<file path="src/rtl/linecard_uplink_arbiter.sv">
// Frame-granular round-robin merge of the line-card RX streams onto one uplink.
// Runt and runaway frames are closed with an error beat, so egress never stalls mid-frame.
module linecard_uplink_arbiter #(
  parameter int NUM_PORTS       = 12,
  parameter int DATA_WIDTH      = 32,
  parameter int MAX_FRAME_BEATS = 512,
  parameter int PORT_BITS       = $clog2(NUM_PORTS)
) (
  input  logic                            clk,
  input  logic                            rst,
  input  logic [NUM_PORTS-1:0]            link_up,
  input  logic [NUM_PORTS-1:0]            s_tvalid,
  output logic [NUM_PORTS-1:0]            s_tready,
  input  logic [NUM_PORTS*DATA_WIDTH-1:0] s_tdata,
  input  logic [NUM_PORTS*DATA_WIDTH/8-1:0] s_tkeep,
  input  logic [NUM_PORTS-1:0]            s_tlast,
  input  logic [NUM_PORTS-1:0]            s_tuser,
  output logic                            m_tvalid,
  input  logic                            m_tready,
  output logic [DATA_WIDTH-1:0]           m_tdata,
  output logic [DATA_WIDTH/8-1:0]         m_tkeep,
  output logic                            m_tlast,
  output logic                            m_tuser,
  output logic [PORT_BITS-1:0]            m_tdest,
  output logic [31:0]                     frame_count,
  output logic [15:0]                     error_count
);

  localparam int KW = DATA_WIDTH / 8;
  localparam int BW = $clog2(MAX_FRAME_BEATS + 1);

  typedef enum logic [1:0] {
    IDLE,
    FORWARD,
    DRAIN,
    ABORT
  } state_t;

  state_t               state;
  logic [PORT_BITS-1:0] grant;
  logic [PORT_BITS-1:0] last_grant;
  logic [PORT_BITS-1:0] pick;
  logic [PORT_BITS-1:0] cand;
  logic [BW-1:0]        beats;
  logic [NUM_PORTS-1:0] elig;
  logic                 found;
  logic                 free;
  logic                 take;
  logic                 oversize;
  logic [DATA_WIDTH-1:0] g_data;
  logic [KW-1:0]        g_keep;
  logic                 g_valid;
  logic                 g_last;
  logic                 g_user;
  logic                 g_link;

  assign free     = !m_tvalid || m_tready;
  assign elig     = link_up & s_tvalid;
  assign take     = (state == FORWARD) && g_valid && free;
  assign oversize = (beats == BW'(MAX_FRAME_BEATS - 1));

  always_comb begin
    g_data  = s_tdata[grant*DATA_WIDTH +: DATA_WIDTH];
    g_keep  = s_tkeep[grant*KW +: KW];
    g_valid = s_tvalid[grant];
    g_last  = s_tlast[grant];
    g_user  = s_tuser[grant];
    g_link  = link_up[grant];
  end

  // Rotating search starting one past the previous winner.
  always_comb begin
    found = 1'b0;
    pick  = '0;
    cand  = last_grant;
    for (int i = 0; i < NUM_PORTS; i++) begin
      cand = (cand == PORT_BITS'(NUM_PORTS - 1)) ? '0 : cand + 1'b1;
      if (!found && elig[cand]) begin
        found = 1'b1;
        pick  = cand;
      end
    end
  end

  always_comb begin
    s_tready = '0;
    unique case (1'b1)
      state == FORWARD: s_tready[grant] = free;
      state == DRAIN:   s_tready[grant] = 1'b1;
      default:          s_tready = '0;
    endcase
  end

  always_ff @(posedge clk) begin
    if (rst) begin
      state       <= IDLE;
      grant       <= '0;
      last_grant  <= PORT_BITS'(NUM_PORTS - 1);
      beats       <= '0;
      m_tvalid    <= 1'b0;
      m_tdata     <= '0;
      m_tkeep     <= '0;
      m_tlast     <= 1'b0;
      m_tuser     <= 1'b0;
      m_tdest     <= '0;
      frame_count <= '0;
      error_count <= '0;
    end else begin
      if (free)
        m_tvalid <= 1'b0;
      unique case (state)
        IDLE: begin
          if (found) begin
            grant <= pick;
            beats <= '0;
            state <= FORWARD;
          end
        end
        FORWARD: begin
          if (take) begin
            m_tvalid <= 1'b1;
            m_tdata  <= g_data;
            m_tkeep  <= g_keep;
            m_tdest  <= grant;
            beats    <= beats + 1'b1;
            if (g_last) begin
              m_tlast     <= 1'b1;
              m_tuser     <= g_user;
              last_grant  <= grant;
              frame_count <= frame_count + 32'd1;
              state       <= IDLE;
            end else if (oversize) begin
              m_tlast     <= 1'b1;
              m_tuser     <= 1'b1;
              frame_count <= frame_count + 32'd1;
              if (error_count != 16'hFFFF)
                error_count <= error_count + 16'd1;
              state       <= DRAIN;
            end else begin
              m_tlast <= 1'b0;
              m_tuser <= g_user;
              if (!g_link)
                state <= ABORT;
            end
          end else if (!g_link) begin
            state <= ABORT;
          end
        end
        DRAIN: begin
          if ((g_valid && g_last) || !g_link) begin
            last_grant <= grant;
            state      <= IDLE;
          end
        end
        ABORT: begin
          // Close the half-frame with an empty error beat.
          if (free) begin
            m_tvalid    <= 1'b1;
            m_tdata     <= '0;
            m_tkeep     <= '0;
            m_tlast     <= 1'b1;
            m_tuser     <= 1'b1;
            m_tdest     <= grant;
            frame_count <= frame_count + 32'd1;
            if (error_count != 16'hFFFF)
              error_count <= error_count + 16'd1;
            last_grant  <= grant;
            state       <= IDLE;
          end
        end
        default: state <= IDLE;
      endcase
    end
  end

endmodule
</file>
<file path="config.mk">
export PLATFORM = sky130hd
export DESIGN_NAME = linecard_uplink_arbiter
export DESIGN_NICKNAME = d
export VERILOG_FILES = /design/src/rtl/linecard_uplink_arbiter.sv
export SDC_FILE = /design/constraint.sdc
export NUM_CORES = 1
export LEC_CHECK = 0
export CAP_MARGIN = 20
export CORE_AREA = 2 2 228 230
export CTS_BUF_LIST = sky130_fd_sc_hd__clkbuf_4 sky130_fd_sc_hd__clkbuf_8
export DETAILED_ROUTE_END_ITERATION = 16
export DIE_AREA = 0 0 230 232
export HOLD_SLACK_MARGIN = 0.08
export SETUP_SLACK_MARGIN = 0.1
export SKIP_LAST_GASP = 1
export SLEW_MARGIN = 20
export SYNTH_ARGS = -nofsm -noshare
export SYNTH_HDL_FRONTEND = slang
export SYNTH_SLANG_ARGS = --single-unit
</file>
<file path="constraint.sdc">
create_clock -name clk -period 8.4 [get_ports clk]
set_input_delay 1.26 -clock clk [delete_from_list [all_inputs] [get_ports clk]]
set_output_delay 1.26 -clock clk [all_outputs]
set_load 0.02 [all_outputs]
</file>
==> results of run 1 <==
[worst register-to-register path: cells and delay by family, from the launching register on]
kind	cells	cell delay (ns)
AO/OA/AOI/OAI	12	3.17
adder cells (fa/ha/maj)	1	0.53
buffers and inverters	2	0.42
flip-flops	1	0.79
multiplexers	1	0.30
AND/OR/NAND/NOR	6	2.23
[power groups by stage]
stage                     clock, mW  sequential, mW  combinational [mW]
after floorplan                   0           0.748                4.07
after global placement            0           0.765                5.70
after detailed placement          0           0.771                5.70
after CTS                     0.364           0.759                5.73
after global routing          0.384           0.776                6.25
final                         0.347           0.758                5.76
[registers in the layout, indices dropped and copies added (netlist names), 4 cells and up]
signal       cells
frame_count     32
m_tdata         32
error_count     16
beats           10
grant            4
last_grant       4
m_tdest          4
m_tkeep          4
[through the flow]
step           worst slack [ns]  cells
2_1_floorplan              2.29   1372
3_3_place_gp               1.16   2555
3_5_place_dp               1.04   2555
4_1_cts                   0.989   2571
5_1_grt                   0.300   2582
6_report                  0.872   2586
[area by class of cell]
class | count | share of cell area [%]
Tap cell | 680 | 4.62
Antenna cell | 15 | 0.204
Sequential cell | 111 | 12.1
Inverter | 25 | 0.509
Clock buffer | 9 | 0.672
Multi-Input combinational cell | 1118 | 48.3
Timing Repair Buffer | 621 | 33.2
Clock inverter | 7 | 0.394
[Yosys cell counts (6+ instances only)]
master | n | area [um^2]
and2_1 | 7 | 43.8
inv_1 | 24 | 90.1
nand2_1 | 92 | 345
o211a_1 | 6 | 60.1
nand2b_1 | 15 | 93.8
or4_1 | 6 | 45.0
o21ai_0 | 59 | 295
o31ai_1 | 7 | 52.6
ha_1 | 12 | 150
nor2_1 | 189 | 709
o21ai_1 | 8 | 40.0
buf_2 | 17 | 85.1
o211ai_1 | 16 | 120
mux4_2 | 121 | 2730
and3_1 | 16 | 100
buf_1 | 21 | 78.8
xnor2_1 | 13 | 114
o21a_1 | 8 | 60.1
a211oi_1 | 11 | 82.6
nor3_1 | 57 | 285
a211o_1 | 6 | 52.6
nand3_1 | 58 | 290
dfxtp_1 | 111 | 2220
nor2b_1 | 10 | 62.6
or3_1 | 18 | 113
and4_1 | 6 | 52.6
mux2i_1 | 70 | 701
xor2_1 | 30 | 263
a221oi_1 | 6 | 52.6
a21oi_1 | 121 | 606
nand4_1 | 27 | 169
a31oi_1 | 8 | 50.1
clkbuf_1 | 71 | 267
[worst min-delay path by stage]
stage	start	endpoint	slack, ns	depth (start not counted)
2_1_floorplan	beats[9]	beats[9]	0.45	2
3_3_place_gp	m_tdata[23]	m_tdata[23]	0.47	2
3_5_place_dp	beats[9]	beats[9]	0.48	2
4_1_cts	beats[9]	beats[9]	0.49	2
5_1_grt	beats[1]	beats[1]	0.53	2
6_report	beats[9]	beats[9]	0.49	2
[cell families after synthesis]
logic type / after synthesis / share of synthesized area, %
compound gates: 335 / 19.4
xor+xnor: 44 / 3.36
fa+ha+maj: 12 / 1.28
buf+inv: 143 / 5.22
flops: 111 / 19.0
mux: 197 / 29.9
simple gates: 530 / 21.9
[placed cells by master (no fill, tap or decap), types with 16 or more instances in the layout]
cell,instances
nand2_1,92
buf_4,37
nor3_1,57
o21ai_0,59
inv_1,24
clkdlybuf4s50_1,584
nor2_1,189
nand3_1,58
mux4_2,121
and3_1,16
o211ai_1,16
dfxtp_1,107
or3_1,18
mux2i_1,70
xor2_1,30
nand4_1,27
a21oi_1,120
[routing by layer]
metal / global-route usage, % / routed length (um) / vias up
li1: - / - / 6290
met1: 27.9 / 24700 / 6840
met2: 41.6 / 33300 / 628
met3: 4.75 / 4600 / 90
met4: 9.52 / 2260 / 14
met5: 0 / 107 / -
==> results.md, run 1 <==
- Count of final max-slew check failures: 0
- Clk_lat worst skew: about 0.41 ns
- Ys flop type: dfxtp_1
- Synth async-reset ratio: 0%
- Final hold vios: 0
- Status: complete, no violations
- Drt initial violations: around 1100
- Leakage: about 6.2 nW
- CP Buf/Inv Count: 2
- H-tree lvl count: 3
- Net Sw Power: 3.74 mW
- Cells along the critical path: ha_1 -> buf_4 -> nand2b_1 -> o21ai_0 -> and3_1 -> nor3_2 -> a211oi_1 -> or4_1 -> o221ai_1 -> o21a_1 -> o22ai_4 -> a21boi_1 -> mux2_2 -> a22oi_1 -> a221o_1 -> or2_1 -> a221o_1 -> nor4_2 -> o211a_1 -> buf_4 -> a211oi_1 -> o32ai_2
- Critical Path Start: last_grant[0]
- Worst min path class: flip-flop to flip-flop
- CP required: just under 9 ns
- Post_cts resized: 0
- Die width: 230 um
- PwrDens: between 300 and 400 mW/mm^2
- Combinational fraction of design power: between 80% and 90%
- Gr ovfl total: 0
- Vias: 13900
- Int Power: approximately 3.1 mW
- CTS tree: done
- Avg Inst Size Synth: 8.53 um^2
- Number of cell rows: 83
- CP endpoint kind: flip-flop
- Max Buffers Root-to-Sink: 2
- Die Y: 232 um
- Crit path to: beats[6]
- Post-synth EDFFs: 0
- Multi-input gate area: 0.00889 mm^2
- CP Launch Type: flip-flop
- Instance count of the mapped netlist: around 1400
- Synth Register Bits: around 110
- Final Instance Area: approximately 0.018 mm^2
- Worst hold slack: approximately 0.49 ns
- CTS Sinks: approximately 110
- Synth warn: 0
- Setup TNS: 0 ns
- Largest net degree at the start of global routing: 97
- Starting density of the core: a little under a quarter
- Total Power: roughly 6.9 mW
- Detail Route Antenna Nets: 0
- Clock slew at reported path FFs: ~0.14 ns
- Final #Nets: approximately 2400
- Drt total wl: between 60000 and 70000 um
- FF+latch area: ~0.0022 mm^2
- Seq/Total Area, Yosys: between 10% and 20%
- Final critical-path required period: 7.53 ns
- Sw Ratio: 54.4%
- CP Class: flip-flop to flip-flop
- CTS buffer count: 9
- # hold bufs at CTS: 0
- GRT Util Overall: between 20% and 30%
- Critical Path Max Stage Delay: 0.79 ns
- Core Util, Final: between 30% and 40%
- Drt drc: 0
- Crit Path Max Fanout: 17
- Fmax: around 0.13 GHz
- Synth cell types: 94
- Placed wire-length estimate: about 54000 um
- Relative slew slack: 28.4%
- Fillers: roughly 5200
- Worst Skew: 0.0272 ns
- Reg2reg start: last_grant[0]
- GP Congestion: roughly 0.94
- Post-Syn Nets: approximately 1900
- Initial antenna violation count: 29
- RSZ-0062 raised after global routing: no
- Critical Path AT: a little under 8 ns
- MaxCap Viol Count: 0
- Clk pwr share: 5.1%
- Die area: between 0.05 and 0.06 mm^2
- Critical path depth: 22
- Vias in the first global route: around 14000
- Core region area: between 0.05 and 0.06 mm^2
- Reg-to-reg endpoint: beats[6]
- Slowest CP cell: dfxtp_1
- FF-to-FF setup slack: around 0.87 ns
- Sequential share of power: 11.0%
- Area Overhead vs Synth: 57.4%
- First-pass GRT wire length: 93200 um
- Mapped Area: 0.0117 mm^2
- Post-CTS Setup Bufs: 0
- IO buf count: 585
- TritonRoute pass-1 iters: 6
- CTS root buffer: clkbuf_8
- Final Setup Violations: 0
- Wire per inst: roughly 25 um
- I/O pin total: a little under 600
- Placed cell area: approximately 0.018 mm^2
- Worst vdd ir: roughly 0.26 mV
- Vias per Instance: between 5 and 6
- CP delay by family, top: compound AO/OA/AOI/OAI gates
- Final period util: approximately nine tenths
- Cells on worst reg2reg path: 22
- Slew @ Worst Pin: approximately 1.1 ns
- Layout cells sized above 1: a little under an eighth
Note: power is estimated with default switching activity, not from simulation.
==> run 2, diff against run 1 <==
--- a/config.mk
+++ b/config.mk
@@ -10,6 +10,7 @@
 export CTS_BUF_LIST = sky130_fd_sc_hd__clkbuf_4 sky130_fd_sc_hd__clkbuf_8
 export DETAILED_ROUTE_END_ITERATION = 16
 export DIE_AREA = 0 0 230 232
+export GPL_TIMING_DRIVEN = 0
 export HOLD_SLACK_MARGIN = 0.08
 export SETUP_SLACK_MARGIN = 0.1
 export SKIP_LAST_GASP = 1
==> results.md, run 2 (same netlist as run 1, synthesis figures left out) <==
- Final Instance Area: 0.0187 mm^2 (was 0.0184 mm^2)
- Commonest cells after routing, fill and taps aside: clkdlybuf4s50_1 (585), nor2_1 (189), mux4_2 (121), a21oi_1 (121), dfxtp_1 (111) (was clkdlybuf4s50_1 (584), nor2_1 (189), mux4_2 (121))
- Starting density of the core: 23.0% (unchanged)
- Crit Path Max Fanout: 10 (was 17)
- CP Launch Type: flip-flop (unchanged)
- Die width: 230 um (unchanged)
- Die area: 0.0534 mm^2 (unchanged)
- Reg2reg start: last_grant[0] (unchanged)
- Final Setup Violations: 0 (unchanged)
- Reg-to-reg endpoint: beats[3] (was beats[6])
- Critical Path AT: 7.86 ns (was 7.83 ns)
- Final period util: 89.8% (was 89.6%)
- Critical Path Start: last_grant[0] (unchanged)
- Die Y: 232 um (unchanged)
- Slew @ Worst Pin: 1.13 ns (was 1.07 ns)
- Worst vdd ir: 0.300 mV (was 0.265 mV)
- Gr ovfl total: 0 (unchanged)
- Initial antenna violation count: 29 (unchanged)
- Drt initial violations: 1148 (was 1102)
- CP endpoint kind: flip-flop (unchanged)
- Area Overhead vs Synth: 59.5% (was 57.4%)
- Commonest non-fill, non-tap cell in the layout: clkdlybuf4s50_1 (unchanged)
- Placed cell area: 0.0184 mm^2 (was 0.0182 mm^2)
- Vias: 14400 (was 13900)
- First-pass GRT wire length: 101000 um (was 93200 um)
- Detail Route Antenna Nets: 0 (unchanged)
- CTS buffer count: 9 (unchanged)
- Post_cts resized: 0 (unchanged)
- Status: complete, no violations (unchanged)
- FF-to-FF setup slack: 0.86 ns (was 0.87 ns)
- Setup TNS: 0 ns (unchanged)
- Final critical-path required period: 7.54 ns (was 7.53 ns)
- I/O pin total: 586 (unchanged)
- Total Power: 7.02 mW (was 6.87 mW)
- Core region area: 0.0509 mm^2 (unchanged)
- H-tree lvl count: 3 (unchanged)
- GRT Util Overall: 25.9% (was 23.6%)
- GP Congestion: 0.972 (was 0.943)
- CTS Sinks: 111 (unchanged)
- Leakage: 6.29 nW (was 6.21 nW)
- Clk_lat worst skew: 0.41 ns (about the same)
- Clock slew at reported path FFs: 0.14 ns (about the same)
- RSZ-0062 raised after global routing: no (unchanged)
- Final #Nets: 2463 (was 2381)
- Vias in the first global route: 14400 (was 13800)
- Worst Skew: 0.0290 ns (was 0.0272 ns)
- MaxCap Viol Count: 0 (unchanged)
- Worst min path class: flip-flop to flip-flop (unchanged)
- Top flop regs: frame_count: 32 flops, m_tdata: 32 flops, error_count: 16 flops (unchanged)
- Placed wire-length estimate: 59700 um (was 53500 um)
- Fmax: 0.133 GHz (about the same)
- Number of cell rows: 83 (unchanged)
- Fillers: 5224 (was 5214)
- CP Class: flip-flop to flip-flop (unchanged)
- Drt drc: 0 (unchanged)
- Wire per inst: 26.6 um (was 25.1 um)
- IO buf count: 585 (unchanged)
- CP required: 8.72 ns (was 8.70 ns)
- TritonRoute pass-1 iters: 6 (unchanged)
- Crit path to: beats[3] (was beats[6])
- Max Buffers Root-to-Sink: 2 (unchanged)
- Relative slew slack: 25.0% (was 28.4%)
- Vias per Instance: 5.38 (was 5.36)
- PwrDens: 376 mW/mm^2 (was 372 mW/mm^2)
- Final hold vios: 0 (unchanged)
- CTS root buffer: clkbuf_8 (unchanged)
- Largest net degree at the start of global routing: 20 (was 97)
- Cells on worst reg2reg path: 25 (was 22)
- Layout cells sized above 1: 10.3% (was 11.4%)
- Drt total wl: 71000 um (was 65000 um)
- # hold bufs at CTS: 0 (unchanged)
- CTS tree: done (unchanged)
- Count of final max-slew check failures: 0 (unchanged)
- Post-CTS Setup Bufs: 0 (unchanged)
run 2: cell count changes in the layout (fill, tap and decap cells not counted), moves of 4 or more:
cell,before,now
buf_2,0,22
buf_6,0,5
clkbuf_1,0,68
buf_4,37,4
buf_1,0,16
dfxtp_1,107,111
run 2: worst min-delay path by stage:
stage	from	endpoint	cells past startpoint
6_report	beats[9]	beats[9]	2
5_1_grt	beats[9]	beats[9]	2
4_1_cts	beats[9]	beats[9]	2
3_5_place_dp	beats[9]	beats[9]	2
3_3_place_gp	m_tdata[23]	m_tdata[23]	2
2_1_floorplan	beats[9]	beats[9]	2
run 2: per-stage QoR:
step	setup WS, ns	std cells	hold WS (ns)	utilization, %
after global routing	0.410	2668	0.524	36.7
after detailed placement	0.992	2637	0.477	36.2
final	0.857	2671	0.495	36.7
after floorplan	2.29	1372	0.453	-
after CTS	0.958	2653	0.496	36.6
after global placement	0.960	2637	0.467	36.2
run 2: layout make-up:
type | instances | area (um^2) | area share (%)
diodes | 18 | 45.0 | 0.241
plain buffers | 118 | 527 | 2.82
repair buffers | 585 | 5860 | 31.4
clock buffers | 11 | 151 | 0.811
inverters | 25 | 93.8 | 0.503
clock inverters | 5 | 48.8 | 0.261
flip-flops and latches | 111 | 2220 | 11.9
multi-input cells | 1118 | 8870 | 47.5
well taps | 680 | 851 | 4.56
run 2: critical path, stage by stage (launching register included):
cell	delay (ns)
dfxtp_1	0.54
buf_4	0.26
inv_1	0.10
ha_1	0.30
buf_2	0.18
inv_2	0.23
nand3_1	0.17
a2111oi_4	0.51
or3_1	0.18
buf_4	0.15
nand3_2	0.11
o2111ai_1	0.21
a2bb2oi_1	0.19
nor4b_2	0.69
o22ai_4	0.21
a21boi_1	0.31
buf_2	0.26
nand4_1	0.11
o311ai_1	0.20
nand2_1	0.28
mux2i_1	0.18
a211oi_1	0.48
mux2_2	0.44
o211ai_1	0.62
nand3_1	0.25
o41ai_1	0.29
run 2: where the power goes:
part	switching, mW	internal [mW]
logic	3.58	2.41
clock network	0.225	0.131
registers	0.0659	0.612
total	3.87	3.15
run 2: per-layer routing:
metal	wire length, um	up-vias	track usage, %
met5	48	-	0
met2	34900	662	45.1
met4	3420	8	10.8
met3	4670	136	4.87
met1	28000	7109	31.2
li1	-	6461	-
